**src/rtl/shift_pkg.sv**
```systemverilog
// rtl/shift_pkg.sv - shared state encodings and widths for the shift-register family
package shift_pkg;

  typedef enum logic [1:0] {
    ST_IDLE  = 2'd0,
    ST_SHIFT = 2'd1,
    ST_GAP   = 2'd2
  } state_t;

  // Default frame width, shared with the downstream SIPO register.
  localparam int SR_WIDTH = 3;
  localparam int GAP_CW   = 4;

endpackage

```
**src/rtl/sr_down_counter.sv**
```systemverilog
// rtl/sr_down_counter.sv - loadable down counter that saturates at zero
module sr_down_counter #(
  parameter int W = 4
) (
  input  logic         clk,
  input  logic         clear,
  input  logic         load,
  input  logic [W-1:0] load_val,
  input  logic         dec,
  output logic [W-1:0] count,
  output logic         zero
);

  always_ff @(posedge clk) begin
    if (clear) begin
      count <= '0;
    end else if (load) begin
      count <= load_val;
    end else if (dec && (count != '0)) begin
      count <= count - 1'b1;
    end
  end

  assign zero = (count == '0);

endmodule

```
**src/rtl/piso_frame_serializer.sv**
```systemverilog
// rtl/piso_frame_serializer.sv - parallel-in/serial-out frame transmitter
// Drives the SIPO serial input with framed bits, valid and last-bit markers.
module piso_frame_serializer
  import shift_pkg::*;
#(
  parameter int WIDTH      = SR_WIDTH,
  parameter int MSB_FIRST  = 1,
  parameter int GAP_CYCLES = 0
) (
  input  logic             clk,
  input  logic             clear,
  input  logic [WIDTH-1:0] din,
  input  logic             din_valid,
  output logic             din_ready,
  output logic             so,
  output logic             so_valid,
  output logic             frame_done,
  output logic             busy
);

  localparam int CW = $clog2(WIDTH);
  localparam logic [CW-1:0]     BIT_LOAD = CW'(WIDTH - 1);
  localparam logic [GAP_CW-1:0] GAP_LOAD = (GAP_CYCLES > 0) ? GAP_CW'(GAP_CYCLES - 1) : '0;

  function automatic logic head_bit(input logic [WIDTH-1:0] w);
    return (MSB_FIRST != 0) ? w[WIDTH-1] : w[0];
  endfunction

  function automatic logic [WIDTH-1:0] shifted(input logic [WIDTH-1:0] w);
    return (MSB_FIRST != 0) ? {w[WIDTH-2:0], 1'b0} : {1'b0, w[WIDTH-1:1]};
  endfunction

  state_t            state;
  logic [WIDTH-1:0]  sr;
  logic [CW-1:0]     bit_count;
  logic              bit_zero;
  logic [GAP_CW-1:0] gap_count;
  logic              gap_zero;
  logic              xfer;
  logic              last_bit;

  assign last_bit  = (state == ST_SHIFT) && bit_zero;
  assign din_ready = !clear && ((state == ST_IDLE) || (last_bit && (GAP_CYCLES == 0)));
  assign xfer      = din_valid && din_ready;

  sr_down_counter #(.W(CW)) u_bit_cnt (
    .clk      (clk),
    .clear    (clear),
    .load     (xfer),
    .load_val (BIT_LOAD),
    .dec      ((state == ST_SHIFT) && !bit_zero),
    .count    (bit_count),
    .zero     (bit_zero)
  );

  sr_down_counter #(.W(GAP_CW)) u_gap_cnt (
    .clk      (clk),
    .clear    (clear),
    .load     (last_bit && (GAP_CYCLES != 0)),
    .load_val (GAP_LOAD),
    .dec      (state == ST_GAP),
    .count    (gap_count),
    .zero     (gap_zero)
  );

  // Outputs are computed for the cycle that follows each edge, so they stay registered.
  always_ff @(posedge clk) begin
    if (clear) begin
      state      <= ST_IDLE;
      sr         <= '0;
      so         <= 1'b0;
      so_valid   <= 1'b0;
      frame_done <= 1'b0;
      busy       <= 1'b0;
    end else begin
      case (state)
        ST_IDLE: begin
          frame_done <= 1'b0;
          if (xfer) begin
            state    <= ST_SHIFT;
            sr       <= din;
            so       <= head_bit(din);
            so_valid <= 1'b1;
            busy     <= 1'b1;
          end else begin
            so       <= 1'b0;
            so_valid <= 1'b0;
            busy     <= 1'b0;
          end
        end
        ST_SHIFT: begin
          if (!bit_zero) begin
            sr         <= shifted(sr);
            so         <= head_bit(shifted(sr));
            so_valid   <= 1'b1;
            frame_done <= (bit_count == CW'(1));
            busy       <= 1'b1;
          end else if (GAP_CYCLES != 0) begin
            state      <= ST_GAP;
            so         <= 1'b0;
            so_valid   <= 1'b0;
            frame_done <= 1'b0;
            busy       <= 1'b1;
          end else if (xfer) begin
            sr         <= din;
            so         <= head_bit(din);
            so_valid   <= 1'b1;
            frame_done <= 1'b0;
            busy       <= 1'b1;
          end else begin
            state      <= ST_IDLE;
            so         <= 1'b0;
            so_valid   <= 1'b0;
            frame_done <= 1'b0;
            busy       <= 1'b0;
          end
        end
        ST_GAP: begin
          so         <= 1'b0;
          so_valid   <= 1'b0;
          frame_done <= 1'b0;
          busy       <= (gap_count != '0);
          if (gap_zero) begin
            state <= ST_IDLE;
          end
        end
        default: begin
          state      <= ST_IDLE;
          so         <= 1'b0;
          so_valid   <= 1'b0;
          frame_done <= 1'b0;
          busy       <= 1'b0;
        end
      endcase
    end
  end

endmodule

```
**config.mk**
```make
export PLATFORM = sky130hd
export DESIGN_NAME = piso_frame_serializer
export DESIGN_NICKNAME = d
export VERILOG_FILES = /design/src/rtl/shift_pkg.sv /design/src/rtl/sr_down_counter.sv /design/src/rtl/piso_frame_serializer.sv
export SDC_FILE = /design/constraint.sdc
export NUM_CORES = 1
export LEC_CHECK = 0
export CORE_AREA = 4 4 41 43
export CTS_CLUSTER_SIZE = 14
export DETAILED_ROUTE_END_ITERATION = 16
export DIE_AREA = 0 0 45 47
export HOLD_SLACK_MARGIN = 0.15
export PLACE_DENSITY_LB_ADDON = 0.15
export RECOVER_POWER = 100
export SLEW_MARGIN = 20
export SYNTH_ARGS = -nofsm -noshare
export SYNTH_HDL_FRONTEND = slang
export SYNTH_SLANG_ARGS = --single-unit
```
**constraint.sdc**
```tcl
create_clock -name clk -period 3.39 [get_ports clk]
set_clock_uncertainty 0.05 [all_clocks]
set_input_delay 0.678 -clock clk [delete_from_list [all_inputs] [get_ports clk]]
set_output_delay 0.678 -clock clk [all_outputs]
set_load 0.02 [all_outputs]
```
* After elaboration in Yosys (flattened, before gate mapping)
Cells that the tools add are included.
Widths: inputs -> output; s select.
** Word-level totals
- Bits in writable memories :: 0
- Output and inout port bits :: 5
- Word-level logic and storage cells :: 55
- Register bits after elaboration :: 15
- Memory bits (read-only) :: 0
- Memories :: 0
- Latch bits :: 0
- Bits of input ports :: 6
** Operators by class
- Mux-type cells :: 17
- Equal/unequal tests :: 7
- $add $sub $neg :: 2
- Div/mod/pow operators :: 0
- Reduce and logical (&&, ||, !) cells :: 19
- Bitwise operators :: 1
- Multiply operators :: 0
- Order comparisons :: 0
- Shift-type cells :: 0
** Operators with widths (count)
- $mux 2 :: 6
- $logic_and 1x1->1 :: 6
- $mux 3 :: 2
- $ne 2x2->1 const B :: 3
- $pmux 2 s3 :: 1
- $pmux 3 s2 :: 1
- $reduce_bool 2->1 :: 3
- $eq 2x1->1 const B :: 2
- $logic_not 2->1 :: 2
- $logic_not 4->1 :: 1
- $mux 1 :: 4
- $pmux 1 s2 :: 2
- $reduce_and 4->1 :: 1
- $reduce_bool 4->1 :: 1
- $sub 4x1->4 const B :: 1
- $pmux 1 s3 :: 1
- $reduce_or 3->1 :: 1
- $eq 2x2->1 const B :: 1
- $logic_not 1->1 :: 2
- $ne 2x1->1 const B :: 1
- $reduce_or 2->1 :: 1
- $sub 2x1->2 const B :: 1
- $logic_or 1x1->1 :: 1
- $not 1->1 :: 1

* Depth between registers and ports, before layout
- Depth in word-level cells :: 8
- Gate-level depth with buffers :: 5

* Modules after synthesis
Synthesis repeated with hierarchy kept, for this count alone.
** Unflattened totals
- Cells, all modules :: 39
- Area, all modules :: 365.4 sq um
** By module, submodules not included
- piso_frame_serializer :: instances 1, cells an instance 25, area each 239.0 sq um
- sr_down_counter :: instances 1, cells an instance 14, area each 126.4 sq um

* Worst setup path after synthesis
No wires, ideal clock.
- Path type :: input to output
- Start :: in clear
- End :: out din_ready
- Data arrival time :: 1169 ps
- Setup slack :: 1493 ps
- Data required time :: 2662 ps
- Stages on the path :: 2
- Cells stage by stage :: clkbuf_1 > nor2_1
** Between the ends
- Word-level cells in the longest chain between the ends :: 2
** RTL lines
- start, declared :: RTL line piso_frame_serializer.sv:11 : input logic clear,
- $logic_not 1->1 :: RTL line piso_frame_serializer.sv:43 : assign din_ready = !clear && ((state == ST_IDLE) || (last_bit && (GAP_CYCLES == 0)));
- $logic_and 1x1->1 :: RTL line piso_frame_serializer.sv:43
- end, declared :: RTL line piso_frame_serializer.sv:14 : output logic din_ready,
Every way passes these cells.

* Worst setup path after layout
Ends and elaborated chain as after synthesis.

==> results.json <==
{
  "status": "completed",
  "setup_viol": 0,
  "pwr-share-comb_pct": 15.3,
  "nNetsFinal": 55,
  "use_met1_pct": 8.257,
  "ys_seq_area_share_pct": 46.38,
  "cts_root_buf": "clkbuf_4",
  "nFillCells": 138,
  "irDropWorstVdd_v": 0.0001640,
  "core-area_mm2": 0.001301,
  "critPathTopFamily": "buffers and inverters",
  "power_density_mw_per_mm2": 455.3,
  "worstPathRequired_ns": 2.66,
  "seqPwrFrac_pct": 48.9,
  "synth_cell_type_count": 19,
  "vias_per_cell": 4.383,
  "yosysTopAreaCellShare_pct": 46.38,
  "grt_overflow": 0,
  "power_uw": 209.1,
  "ys_seq_elements": 8,
  "clockPowerShare_pct": 35.8,
  "grt.met2_usage_pct": 10.45,
  "worst_pin_slew_ns": 0.2982,
  "synth_warnings": 0,
  "start_kind": "input port",
  "hpwl_um": 488.7,
  "finalSetupTns_ns": 0,
  "clk_path_buf_depth": 2,
  "grt_use_met3_pct": 3.448,
  "cp_slowest_cell": "dlygate4sd3_1",
  "die_w_um": 45,
  "antenna_cells": 0,
  "p_sw_uw": 52.43,
  "max_stage_delay_ns": 0.67,
  "drtAntennaViolNets": 0,
  "syn_nets": 43,
  "layout-drive-gt1-share_pct": 11.11,
  "layout_setup_ws_ns": 0.5333,
  "crit_start": "clear",
  "p_sw_share_pct": 25.08,
  "grt.total_usage_pct": 7.924,
  "place.gp.congestion": 0.7109,
  "holdWs_ns": 0.4028,
  "worstHoldStart": "sr[1]",
  "drv_slew": 0,
  "hold_class": "flip-flop to flip-flop",
  "hold_violations": 0,
  "post_cts.repair.setup_buffers": 0,
  "drc": 0,
  "ctsResizeCount": 0,
  "syn_inst": 35,
  "path_cells": "dlygate4sd3_1, nor2_1, dlygate4sd3_1",
  "relSlewSlack_pct": 80.06,
  "yosys-top-cells-area": "dfxtp_1 46%, mux2i_1 8.7%, ha_1 7.2%",
  "first_pass_iters": 1,
  "ios": 11,
  "p_leak_nw": 0.2005,
  "cp_common_cell": "dlygate4sd3_1",
  "worst_setup_path_end_kind": "primary output",
  "drt_iter0_markers": 0,
  "rows": 13,
  "synth_area_per_cell_um2": 9.867,
  "clock_latency_ns": 0.26,
  "place_area_um2": 441.7,
  "area_delta_synth_final_pct": 32.97,
  "cts-buffers-inserted": 3,
  "arrival_ns": 2.13,
  "clock-sinks": 8,
  "critPathKind": "input port to primary output",
  "period_minus_slack_ns": 2.857,
  "period_share_pct": 84.27,
  "rsz0062_at_grt": "false",
  "cap_violations": 0,
  "grt_pass1_vias": 282,
  "pre_cts_ws_ns": 0.6489,
  "max_clock_freq_mhz": 350.0,
  "crit_fanout": 9,
  "cp.buffers_inverters": 2,
  "grt_max_degree": 10,
  "busiest_layer": "met4",
  "synth_top_cell_by_area": "dfxtp_1",
  "wire_per_inst_um": 10.93,
  "wl_um": 656,
  "htree_num_levels": 1,
  "internal_power_uw": 156.6,
  "io_buffers": 10,
  "grt_pass1_wl_mm": 1.117,
  "start_util_pct": 26.54,
  "antenna_found_initial": 0,
  "cts_hold_buf": 0,
  "synth_area_um2": 345.3,
  "clkTransAtPathRegs_ns": 0.05,
  "dieArea_mm2": 0.002115,
  "num_vias": 263,
  "design_area_um2": 459.2,
  "r2r-start": "u_bit_cnt.count[0]",
  "die_h_um": 47,
  "cts_tree": "yes"
}
[worst register-to-register path, stage by stage, from the launching register on]
cell and delay (ns):
dfxtp_1 0.34, inv_1 0.07, ha_1 0.20, and2b_2 0.28, nor3_2 0.05, a211oi_1 0.24
[power groups by stage]
stage               registers [mW]  clock network (mW)  logic (mW)
floorplan                    0.106                   0      0.0210
global placement             0.104                   0      0.0345
detailed placement           0.104                   0      0.0352
CTS                          0.102              0.0780      0.0354
global route                 0.103              0.0820      0.0351
finish                       0.102              0.0748      0.0321
[cells by family after synthesis]
family,Yosys count,synth area share [%]
buf+inv,5,8.696
mux,3,8.696
fa+ha+maj,2,7.245
simple gates,14,21.74
flops,8,46.38
compound gates,3,7.245
[per-stage QoR]
step                      util, %  instances
after floorplan                 -         35
after global placement      33.94         57
after detailed placement    33.94         57
after CTS                   35.67         60
after global routing        35.29         60
final                       35.29         60
[synth_stat cells, drive strengths merged]
cell type	number
nor3	2
nor2	6
buf	2
clkbuf	1
inv	2
nor2b	1
dfxtp	8
nor3b	1
a211oi	2
a21oi	1
nand3	1
nand2b	1
nand2	1
ha	2
and2b	1
mux2i	3
[cells in the final DEF (no fill, tap or decap), drive strengths merged]
master         n
clkbuf         3
nand3          1
clkdlybuf4s50  3
nor2           6
dfxtp          8
a211oi         2
nor3           2
nand2b         1
dlygate4sd3    7
mux2i          3
ha             2
nor2b          1
inv            2
a21oi          1
nor3b          1
and2b          1
nand2          1
[layer usage]
metal	share of wire (%)	vias up
met1	39	113
met2	42	10
li1	-	135
met4	5.5	0
met3	13	5
met5	0	-
[state kept, by name, indices dropped and copies added, names as in the netlist]
signal,count
so_valid,1
state,1
so,1
u_bit_cnt.count,2
sr,2
frame_done,1
[final cells by class]
cell class	instances	area [µm²]	area share (%)
sequential	8	160.2	34.88
timing repair buffer	10	100.1	21.80
clock buffer	3	22.52	4.905
inverter	2	7.507	1.635
multi-input combinational	22	150.1	32.70
tap	15	18.77	4.087
[final timing paths]
| path | endpoint | slack (ns) | cells after the start |
|---|---|---|---|
| hold / removal | so | 0.40 | 2 |
| hold reg to reg | so | 0.40 | 2 |
| setup / recovery | din_ready | 0.53 | 3 |
| setup reg to reg | u_bit_cnt.count[1] | 2.08 | 5 |
(Power assumes the default switching activity.)
